==> config.mk <==
export PLATFORM = sky130hd
export DESIGN_NAME = multi_digit_led_driver_flat
export DESIGN_NICKNAME = d
export VERILOG_FILES = /design/src/rtl/multi_digit_led_driver_if.sv /design/src/rtl/multi_digit_led_driver.sv /design/src/flat_wrapper.sv
export SDC_FILE = /design/constraint.sdc
export NUM_CORES = 1
export LEC_CHECK = 0
export CAP_MARGIN = 10
export CORE_MARGIN = 2
export CORE_UTILIZATION = 45
export CTS_BUF_LIST = sky130_fd_sc_hd__clkbuf_16
export CTS_CLUSTER_SIZE = 8
export DETAILED_ROUTE_END_ITERATION = 8
export PLACE_DENSITY = 0.69
export RECOVER_POWER = 25
export SETUP_SLACK_MARGIN = 0.15
export SYNTH_ARGS = -nofsm -noshare
export SYNTH_HDL_FRONTEND = slang
export SYNTH_SLANG_ARGS = --single-unit
==> constraint.sdc <==
create_clock -name clk -period 2.6 [get_ports clk]
set_input_delay 0.26 -clock clk [delete_from_list [all_inputs] [get_ports clk]]
set_output_delay 0.26 -clock clk [all_outputs]
set_load 0.005 [all_outputs]
==> src/rtl/multi_digit_led_driver_if.sv <==
// -----------------------------------------------------------------------------
// multi_digit_led_driver_if
//   Bundles the data-load handshake and the display pins of the multi-digit
//   seven-segment driver.
//
//   Load handshake: the requester drives data_in/dp_in/blank_in and raises
//   load for one cycle; the values are taken on that clk edge with no
//   back-pressure, so load is always accepted. A later load before the
//   display picks the values up simply replaces them. load_ack pulses for
//   one cycle, together with frame_done, when the most recently loaded
//   values become the ones the display shows.
//
//   Signals:
//     data_in    [4*NUM_DIGITS] hex nibbles, digit k = bits [4k+3:4k]
//     dp_in      [NUM_DIGITS]   decimal point per digit, 1 = lit
//     blank_in   [NUM_DIGITS]   1 = digit dark
//     load                      one-cycle capture request
//     load_ack                  one-cycle pulse, loaded values now visible
//     frame_done                one-cycle pulse after the last digit slot
//     an         [NUM_DIGITS]   anodes, active low
//     seg        [7]            {a,b,c,d,e,f,g}, active low
//     dp                        decimal point, active low
//
//   Modports: master = data source / board side, slave = the driver.
// -----------------------------------------------------------------------------
interface multi_digit_led_driver_if #(
  parameter int NUM_DIGITS = 4
);
  logic [4*NUM_DIGITS-1:0] data_in;
  logic [NUM_DIGITS-1:0]   dp_in;
  logic [NUM_DIGITS-1:0]   blank_in;
  logic                    load;
  logic                    load_ack;
  logic                    frame_done;
  logic [NUM_DIGITS-1:0]   an;
  logic [6:0]              seg;
  logic                    dp;

  modport master (
    output data_in, dp_in, blank_in, load,
    input  load_ack, frame_done, an, seg, dp
  );

  modport slave (
    input  data_in, dp_in, blank_in, load,
    output load_ack, frame_done, an, seg, dp
  );
endinterface

==> src/rtl/multi_digit_led_driver.sv <==
// -----------------------------------------------------------------------------
// multi_digit_led_driver
//   Time-multiplexed driver for an N-digit common-anode seven-segment display.
//   A clock-enable style slot counter divides the system clock into digit
//   slots; each slot starts with BLANK_CYCLES of all-anodes-off to stop
//   ghosting. New digit values are staged on load and only copied into the
//   displayed (shadow) copy at the frame boundary, so a frame never tears.
//
//   Parameters:
//     NUM_DIGITS   digits scanned, 2..8
//     TICK_DIV     clk cycles per digit slot, >= 2
//     BLANK_CYCLES cycles at slot start with anodes off, < TICK_DIV
//
//   Ports:
//     clk    system clock
//     reset  synchronous, active-high reset
//     bus    multi_digit_led_driver_if.slave (load handshake + display pins)
//
//   Optional build macro LEADING_ZERO_BLANK_EN: when defined, leading zero
//   digits (nibble 0 and dp 0 for the digit and every more-significant one)
//   are darkened; digit 0 always shows.
// -----------------------------------------------------------------------------
module multi_digit_led_driver #(
  parameter int NUM_DIGITS   = 4,
  parameter int TICK_DIV     = 20000,
  parameter int BLANK_CYCLES = 200
) (
  input  logic                       clk,
  input  logic                       reset,
  multi_digit_led_driver_if.slave    bus
);

  localparam int CW = $clog2(TICK_DIV);
  localparam int IW = $clog2(NUM_DIGITS);
  localparam int DW = 4 * NUM_DIGITS;

  localparam logic [CW-1:0] CNT_LAST  = CW'(TICK_DIV - 1);
  localparam logic [IW-1:0] IDX_LAST  = IW'(NUM_DIGITS - 1);

  logic [CW-1:0]         cnt;
  logic [IW-1:0]         idx;

  logic [DW-1:0]         stage_data;
  logic [NUM_DIGITS-1:0] stage_dp;
  logic [NUM_DIGITS-1:0] stage_blank;
  logic                  pending;

  logic [DW-1:0]         shadow_data;
  logic [NUM_DIGITS-1:0] shadow_dp;
  // Effective blanking: blank_in plus any leading-zero suppression.
  logic [NUM_DIGITS-1:0] shadow_blank;

  logic                  boundary;
  logic                  in_blank;

  logic [DW-1:0]         src_data;
  logic [NUM_DIGITS-1:0] src_dp;
  logic [NUM_DIGITS-1:0] src_blank;
  logic [NUM_DIGITS-1:0] lz_mask;

  logic [3:0]            cur_nibble;

  assign boundary = (cnt == CNT_LAST) && (idx == IDX_LAST);

  // Anti-ghosting window at the start of each slot. A zero-length window
  // gets its own branch so no always-false compare is elaborated.
  generate
    if (BLANK_CYCLES == 0) begin : g_no_blank
      assign in_blank = 1'b0;
    end else begin : g_blank
      localparam logic [CW-1:0] BLANK_END = CW'(BLANK_CYCLES);
      assign in_blank = (cnt < BLANK_END);
    end
  endgenerate

  // A load on the boundary cycle itself bypasses staging.
  always_comb begin
    src_data  = stage_data;
    src_dp    = stage_dp;
    src_blank = stage_blank;
    if (bus.load) begin
      src_data  = bus.data_in;
      src_dp    = bus.dp_in;
      src_blank = bus.blank_in;
    end
  end

`ifdef LEADING_ZERO_BLANK_EN
  logic all_zero;

  // Walk from the most-significant digit down; a digit is suppressed while
  // it and everything above it is a zero nibble with no decimal point.
  always_comb begin
    lz_mask  = '0;
    all_zero = 1'b1;
    for (int k = NUM_DIGITS - 1; k >= 1; k--) begin
      all_zero   = all_zero && (src_data[4*k +: 4] == 4'h0) && !src_dp[k];
      lz_mask[k] = all_zero;
    end
  end
`else
  assign lz_mask = '0;
`endif

  // Slot counter, digit index and the frame-synchronous load handshake.
  always_ff @(posedge clk) begin
    if (reset) begin
      cnt            <= '0;
      idx            <= '0;
      pending        <= 1'b0;
      stage_data     <= '0;
      stage_dp       <= '0;
      stage_blank    <= '0;
      shadow_data    <= '0;
      shadow_dp      <= '0;
      shadow_blank   <= '0;
      bus.load_ack   <= 1'b0;
      bus.frame_done <= 1'b0;
    end else begin
      if (cnt == CNT_LAST) begin
        cnt <= '0;
        idx <= (idx == IDX_LAST) ? '0 : idx + 1'b1;
      end else begin
        cnt <= cnt + 1'b1;
      end

      bus.frame_done <= boundary;
      bus.load_ack   <= boundary && (pending || bus.load);

      if (boundary) begin
        if (pending || bus.load) begin
          shadow_data  <= src_data;
          shadow_dp    <= src_dp;
          shadow_blank <= src_blank | lz_mask;
        end
        pending <= 1'b0;
      end else if (bus.load) begin
        stage_data  <= bus.data_in;
        stage_dp    <= bus.dp_in;
        stage_blank <= bus.blank_in;
        pending     <= 1'b1;
      end
    end
  end

  function automatic logic [6:0] decode(input logic [3:0] v);
    case (v)
      4'h0:    decode = 7'b0000001;
      4'h1:    decode = 7'b1001111;
      4'h2:    decode = 7'b0010010;
      4'h3:    decode = 7'b0000110;
      4'h4:    decode = 7'b1001100;
      4'h5:    decode = 7'b0100100;
      4'h6:    decode = 7'b0100000;
      4'h7:    decode = 7'b0001111;
      4'h8:    decode = 7'b0000000;
      4'h9:    decode = 7'b0000100;
      4'hA:    decode = 7'b0001000;
      4'hB:    decode = 7'b1100000;
      4'hC:    decode = 7'b0110001;
      4'hD:    decode = 7'b1000010;
      4'hE:    decode = 7'b0110000;
      default: decode = 7'b0111000;
    endcase
  endfunction

  assign cur_nibble = shadow_data[{idx, 2'b00} +: 4];

  // Pin drive, registered one cycle behind the counter/index state. Only
  // the current digit's anode can be low, so at most one is ever on.
  always_ff @(posedge clk) begin
    if (reset) begin
      bus.an  <= '1;
      bus.seg <= 7'b1111111;
      bus.dp  <= 1'b1;
    end else if (in_blank || shadow_blank[idx]) begin
      bus.an  <= '1;
      bus.seg <= 7'b1111111;
      bus.dp  <= 1'b1;
    end else begin
      bus.an  <= ~(NUM_DIGITS'(1) << idx);
      bus.seg <= decode(cur_nibble);
      bus.dp  <= ~shadow_dp[idx];
    end
  end

endmodule

==> src/flat_wrapper.sv <==
// flat-port wrapper written by rule: the top's interface ports become plain ports
module multi_digit_led_driver_flat 
#(
  parameter int NUM_DIGITS   = 4,
  parameter int TICK_DIV     = 20000,
  parameter int BLANK_CYCLES = 200
)
  (clk, reset, bus_data_in, bus_dp_in, bus_blank_in, bus_load, bus_load_ack, bus_frame_done, bus_an, bus_seg, bus_dp);
  multi_digit_led_driver_if #(.NUM_DIGITS(NUM_DIGITS)) bus_i ();
  input  logic clk;
  input  logic reset;
  input wire logic [$bits(bus_i.data_in)-1:0] bus_data_in;
  input wire logic [$bits(bus_i.dp_in)-1:0] bus_dp_in;
  input wire logic [$bits(bus_i.blank_in)-1:0] bus_blank_in;
  input wire logic [$bits(bus_i.load)-1:0] bus_load;
  output wire logic [$bits(bus_i.load_ack)-1:0] bus_load_ack;
  output wire logic [$bits(bus_i.frame_done)-1:0] bus_frame_done;
  output wire logic [$bits(bus_i.an)-1:0] bus_an;
  output wire logic [$bits(bus_i.seg)-1:0] bus_seg;
  output wire logic [$bits(bus_i.dp)-1:0] bus_dp;
  assign bus_i.data_in = bus_data_in;
  assign bus_i.dp_in = bus_dp_in;
  assign bus_i.blank_in = bus_blank_in;
  assign bus_i.load = bus_load;
  assign bus_load_ack = bus_i.load_ack;
  assign bus_frame_done = bus_i.frame_done;
  assign bus_an = bus_i.an;
  assign bus_seg = bus_i.seg;
  assign bus_dp = bus_i.dp;
  multi_digit_led_driver #(.NUM_DIGITS(NUM_DIGITS), .TICK_DIV(TICK_DIV), .BLANK_CYCLES(BLANK_CYCLES)) u_core (.clk(clk), .reset(reset), .bus(bus_i));
endmodule
**Yosys cells after proc, flatten, opt, wreduce, memory -nomap -nowiden**

Memories as Yosys holds them, arrays and structs flattened. A register that Yosys moved wholly into a read port is not among the register bits.
Index checks and enable logic that the tools add are counted.

- Logic and storage cells: 40
- Memory bits (read-only): 112
- Bits of input ports: 27
- Memories kept: 1
- Output and inout bits: 14
- Register bits: 73

- Order comparisons: 2
- Mux-type cells: 8
- Add/subtract/negate cells: 2
- Bitwise gates (word level): 2
- Equality and inequality tests: 2
- Reductions and logical operators: 8
- Shift-type cells: 2

Memory list:

| name | depth | bits a word | read ports | clocked after Yosys merged registers in | write ports | line | source |
|---|---|---|---|---|---|---|---|
| (name not given) | 16 | 7 | 1 | 1 | 0 | multi_digit_led_driver.sv:147 | `case (v)` |

Operator list:

| kind | number |
|---|---|
| 2-to-1 mux 16 bit | 1 |
| variable part select 16 x 5 -> 4 bit | 1 |
| adder 15 x 1 -> 15 bit, second input constant | 1 |
| equality test 15 bit, second input constant | 1 |
| less-than comparator 15 x 8 -> 1 bit, second input constant | 1 |
| 2-to-1 mux 4 bit | 2 |
| OR reduction 2 bit | 3 |
| binary-select mux 1 bit (select 2 bit) | 2 |
| inverter 4 bit | 1 |
| left shift 1 x 2 -> 4 bit, first input constant | 1 |
| less-than comparator 2 x 3 -> 1 bit, second input constant | 1 |
| adder 2 x 1 -> 2 bit, second input constant | 1 |
| equality test 2 bit, second input constant | 1 |
| logical AND 1 bit | 2 |
| logical OR 1 bit | 2 |
| 2-to-1 mux 1 bit | 2 |
| 2-to-1 mux 2 bit | 1 |
| AND reduction 2 bit | 1 |
| inverter 1 bit | 1 |

**Depth between registers and ports, before layout**

- Depth after elaboration: 4
- Mapped depth: 8
- Gate-level depth less buffers: 7

**Worst setup path after synthesis**

No wires, ideal clock.

- Path kind: register -> register
- From: register u_core.idx[0]
- To: register u_core.bus.seg[6]
- Period minus slack after synthesis: 1.877 ns
- Buffers on the path: 1
- Stages on the path, launching flop included: 8
- Path slack: 0.723 ns
- Arrival time: 1.755 ns
- Setup time: 0.122 ns
- Required time: 2.478 ns
- Path through: dfxtp_1 > buf_6 > mux4_2 > ha_1 > nor3_1 > nor3_1 > a21oi_1 > o21ai_0

- Word-level cells in the longest chain between the ends: 4
- Elaborated cells between the ends (all ways): 5
- Those cells by class: 1 x shift; 2 x mux; 2 x reduce/logical

Ends and longest elaborated chain:

| element | line | source |
|---|---|---|
| start, declared | multi_digit_led_driver.sv:41 | `logic [IW-1:0] idx;` |
| start signal, assigned | multi_digit_led_driver.sv:122 | `idx <= (idx == IDX_LAST) ? '0 : idx + 1'b1;` |
| binary-select mux 1 bit (select 2 bit) | multi_digit_led_driver.sv:176 | `end else if (in_blank \|\| shadow_blank[idx]) begin` |
| 2-to-1 mux 1 bit (implied by the code) | multi_digit_led_driver.sv:176 |  |
| logical OR 1 bit | multi_digit_led_driver.sv:176 |  |
| OR reduction 2 bit (no line) | -- |  |
| end, declared | multi_digit_led_driver_if.sv:46 | `output load_ack, frame_done, an, seg, dp` |

Several ways; a longest one is shown, not always the timed one. The select of a mux whose other input is x is not followed.
A chain may end at the register's enable or synchronous reset.

**Worst setup path after layout**

- From: register u_core.idx[1]
- To: register u_core.bus.seg[6]

Same word-level chain as after synthesis.

==> metrics.txt <==
final clock skew=slightly below 0.006 ns; first-pass GRT wire length=12,000 µm; # IOs=41; post-route ant nets=0; DRT Pass-1 Iters=4; Mapped Area=3650 µm²; antenna violations before repair=0; Final Hold Vio Count=0; Logic pwr share=under 10%; Yosys warnings=0; fin nets=458; Die ar.=8840 µm²; fmax=0.459 GHz; period utilisation layout=83.9%; fin. max-slew vios=0; grt met3 use=under 10%; FILL cells=709; aggregate global routing overflow=0; H-Tree Level Count=3; met2 Use GR=28.3%; internal power=1980 µW; clk sinks=80; static leakage=0.00156 µW; Min-Delay Path Class=input pin to flop; pre-CTS setup slack=0.361 ns; Initial Util=a little under half; minimum clock period after layout=around 2.2 ns; FF+latch count, synth=80; post-synth top area share=43.9%; synth cell count leaders=dfxtp_1, nand2_1, nor2_1, mux2i_1, a21oi_1; net switching power figure=618 µW; gpl congestion=0.811; Mean Syn Cell Area=9.49 µm²; share of synthesized registers carrying an async set or reset=0%; final setup fails=0; vias in the first global route=2,591; Clock Path Buffers=2; post-route setup slack=0.420 ns; # diodes=0; most frequent cell after synthesis=dfxtp_1; crit-path cells=mux4_1, inv_1, ha_1, nor3b_1, nor3_1, a21oi_1, o21ai_0; Synth Area in Adders=3.77%; CP endpoint kind=flop; XOR/XNOR share of the synthesized area=roughly 3.6%; main combinational cell family by area after synthesis=simple AND/OR/NAND/NOR gates; CP Buf/Inv Count=1; status=finished, final reports clean; TritonCTS Buffers=9; Yosys top cell by area=dfxtp_1; CTS tree=done; Data required, critical path=2.86 ns; GR peak layer=met2; post-synthesis mux area share=between 10% and 20%; Setup CP Type=flop to flop; DRT iter0 DRCs=101; max incr delay on CP=a little under 0.7 ns; ys flop type=dfxtp_1; area of the multi-input gates=1860 µm²; Syn Inst Count=384; startpoint types=flop; Sequential Power Share=48.7%; hold_ws=about 0.35 ns; Pwr Density=596 nW/µm²; post-synthesis sequential area ratio=43.9%; CP max stage cell=dfxtp_1; CP top delay family=flip-flops; post-synth cell types=41; drt wl/cell=13.2 µm; compound-gate portion of the synthesized area=14.1%; Final HPWL DP=~4800 µm; die height=~94 µm; max_slew headroom=57.4%; Die Wd=94.0 µm; unrepaired setup endpoints after global routing=no; cell at the root of the clock tree=clkbuf_16; worst slew pin tran=~0.64 ns; met1 usage=21.7%; cell row count=32; # DRC=0; CTS clk-pin slew, worst paths=approximately 0.06 ns; EDFF count, synth=0; DRT Wirelength=6960 µm; Via density=5.21; share of cells above drive strength 1=11.5%; Syn-to-layout area delta=19.5%; clk_lat worst skew=0.34 ns; top cells by area, synth=dfxtp_1, mux2i_1, nand2_1; Reg area=between 1500 and 2000 µm²; core area=7810 µm²; net count after synthesis=about 420; Clock power frac=45.4%; setup TNS=0 ns; largest net degree at the start of global routing=55; Critical Path AT=around 2.4 ns; GRT Util Overall=17.4%; Critical Path Fanout Max=13; # port buffers=40; DR vias=~2,700; simple logic cell fraction of the synthesized area=17.3%; VDD IR max=0.485 mV; Maximum Capacitance Violations=0; Net Sw Frac=23.8%
-- path summary, 6_finish.rpt --
path | depth (start not counted) | to | start | slack, ns
max | 7 | u_core.bus.seg[6] | u_core.idx[1] | 0.42
min | 4 | u_core.bus.an[1] | reset | 0.35
max reg2reg | 7 | u_core.bus.seg[6] | u_core.idx[1] | 0.42
min reg2reg | 2 | u_core.stage_dp[1] | u_core.stage_dp[1] | 0.45
-- power by group through the flow --
stage               registers (µW)  clock network [µW]  logic, µW
global placement              1290                   0        151
CTS                           1260                1220        155
global route                  1270                1260        169
floorplan                     1290                   0       93.0
detailed placement            1290                   0        154
finish                        1260                1180        152
-- through the flow --
step                cells  area (µm²)  total power [µW]  util (%)
floorplan             384        3650              1380         -
global placement      511        4080              1440      52.2
detailed placement    511        4080              1450      52.2
CTS                   527        4360              2640      55.8
global route          527        4360              2690      55.8
finish                527        4360              2600      55.8
-- kinds of logic after synthesis --
family                   count (synthesis)
flip-flops                              80
buffers and inverters                   29
AO/OA/AOI/OAI                           69
multiplexers                            38
XOR/XNOR                                15
adder cells (fa/ha/maj)                 11
AND/OR/NAND/NOR                        142
-- state kept, by name (all words and copies together) (netlist names) --
register / flops
u_core.shadow_data: 16
u_core.stage_data: 16
u_core.cnt: 15
u_core.bus.seg: 7
u_core.bus.an: 4
u_core.shadow_blank: 4
u_core.shadow_dp: 4
u_core.stage_blank: 4
u_core.stage_dp: 4
u_core.idx: 2
u_core.bus.dp: 1
u_core.bus.frame_done: 1
u_core.bus.load_ack: 1
u_core.pending: 1
-- tightest hold or removal path, delay by kind of cell --
kind,cells,cell delay [ns]
buffers and inverters,2,0.29
AND/OR/NAND/NOR,1,0.06
AO/OA/AOI/OAI,1,0.04
-- final cells by class --
type,count,area share (%)
clock inverter,7,1.23
timing repair buffer,47,10.6
sequential,80,36.8
clock buffer,9,5.17
tap,102,2.93
inverter,7,0.603
multi-input combinational,275,42.7
-- repair_timing --
action                     in CTS  in global routing
setup endpoints to repair       0                  1
hold buffers                    0                  0
buffers inserted                0                  0
gates resized for setup         0                  1
-- layout by cell type (no fill, tap or decap), drive strengths merged, types with 2 or more instances in the layout --
cell	instances
dfxtp	80
nand2	68
nor2	47
mux2i	31
a21oi	30
clkdlybuf4s50	25
a211oi	25
dlygate4sd3	14
ha	11
inv	10
xnor2	9
clkbuf	9
buf	8
xor2	6
nor3	6
and3	5
nand4	5
o21ai	5
nand3	4
mux4	4
o311ai	4
clkinvlp	3
mux2	3
and4	2
o221ai	2
nor3b	2
-- per-layer routing --
layer  share of wire (%)  up-vias
met2                  48       57
met1                  46     1271
met5                   0        -
li1                    -     1407
met3                 4.9       11
met4                 1.3        0
(Power assumes the default switching activity.)
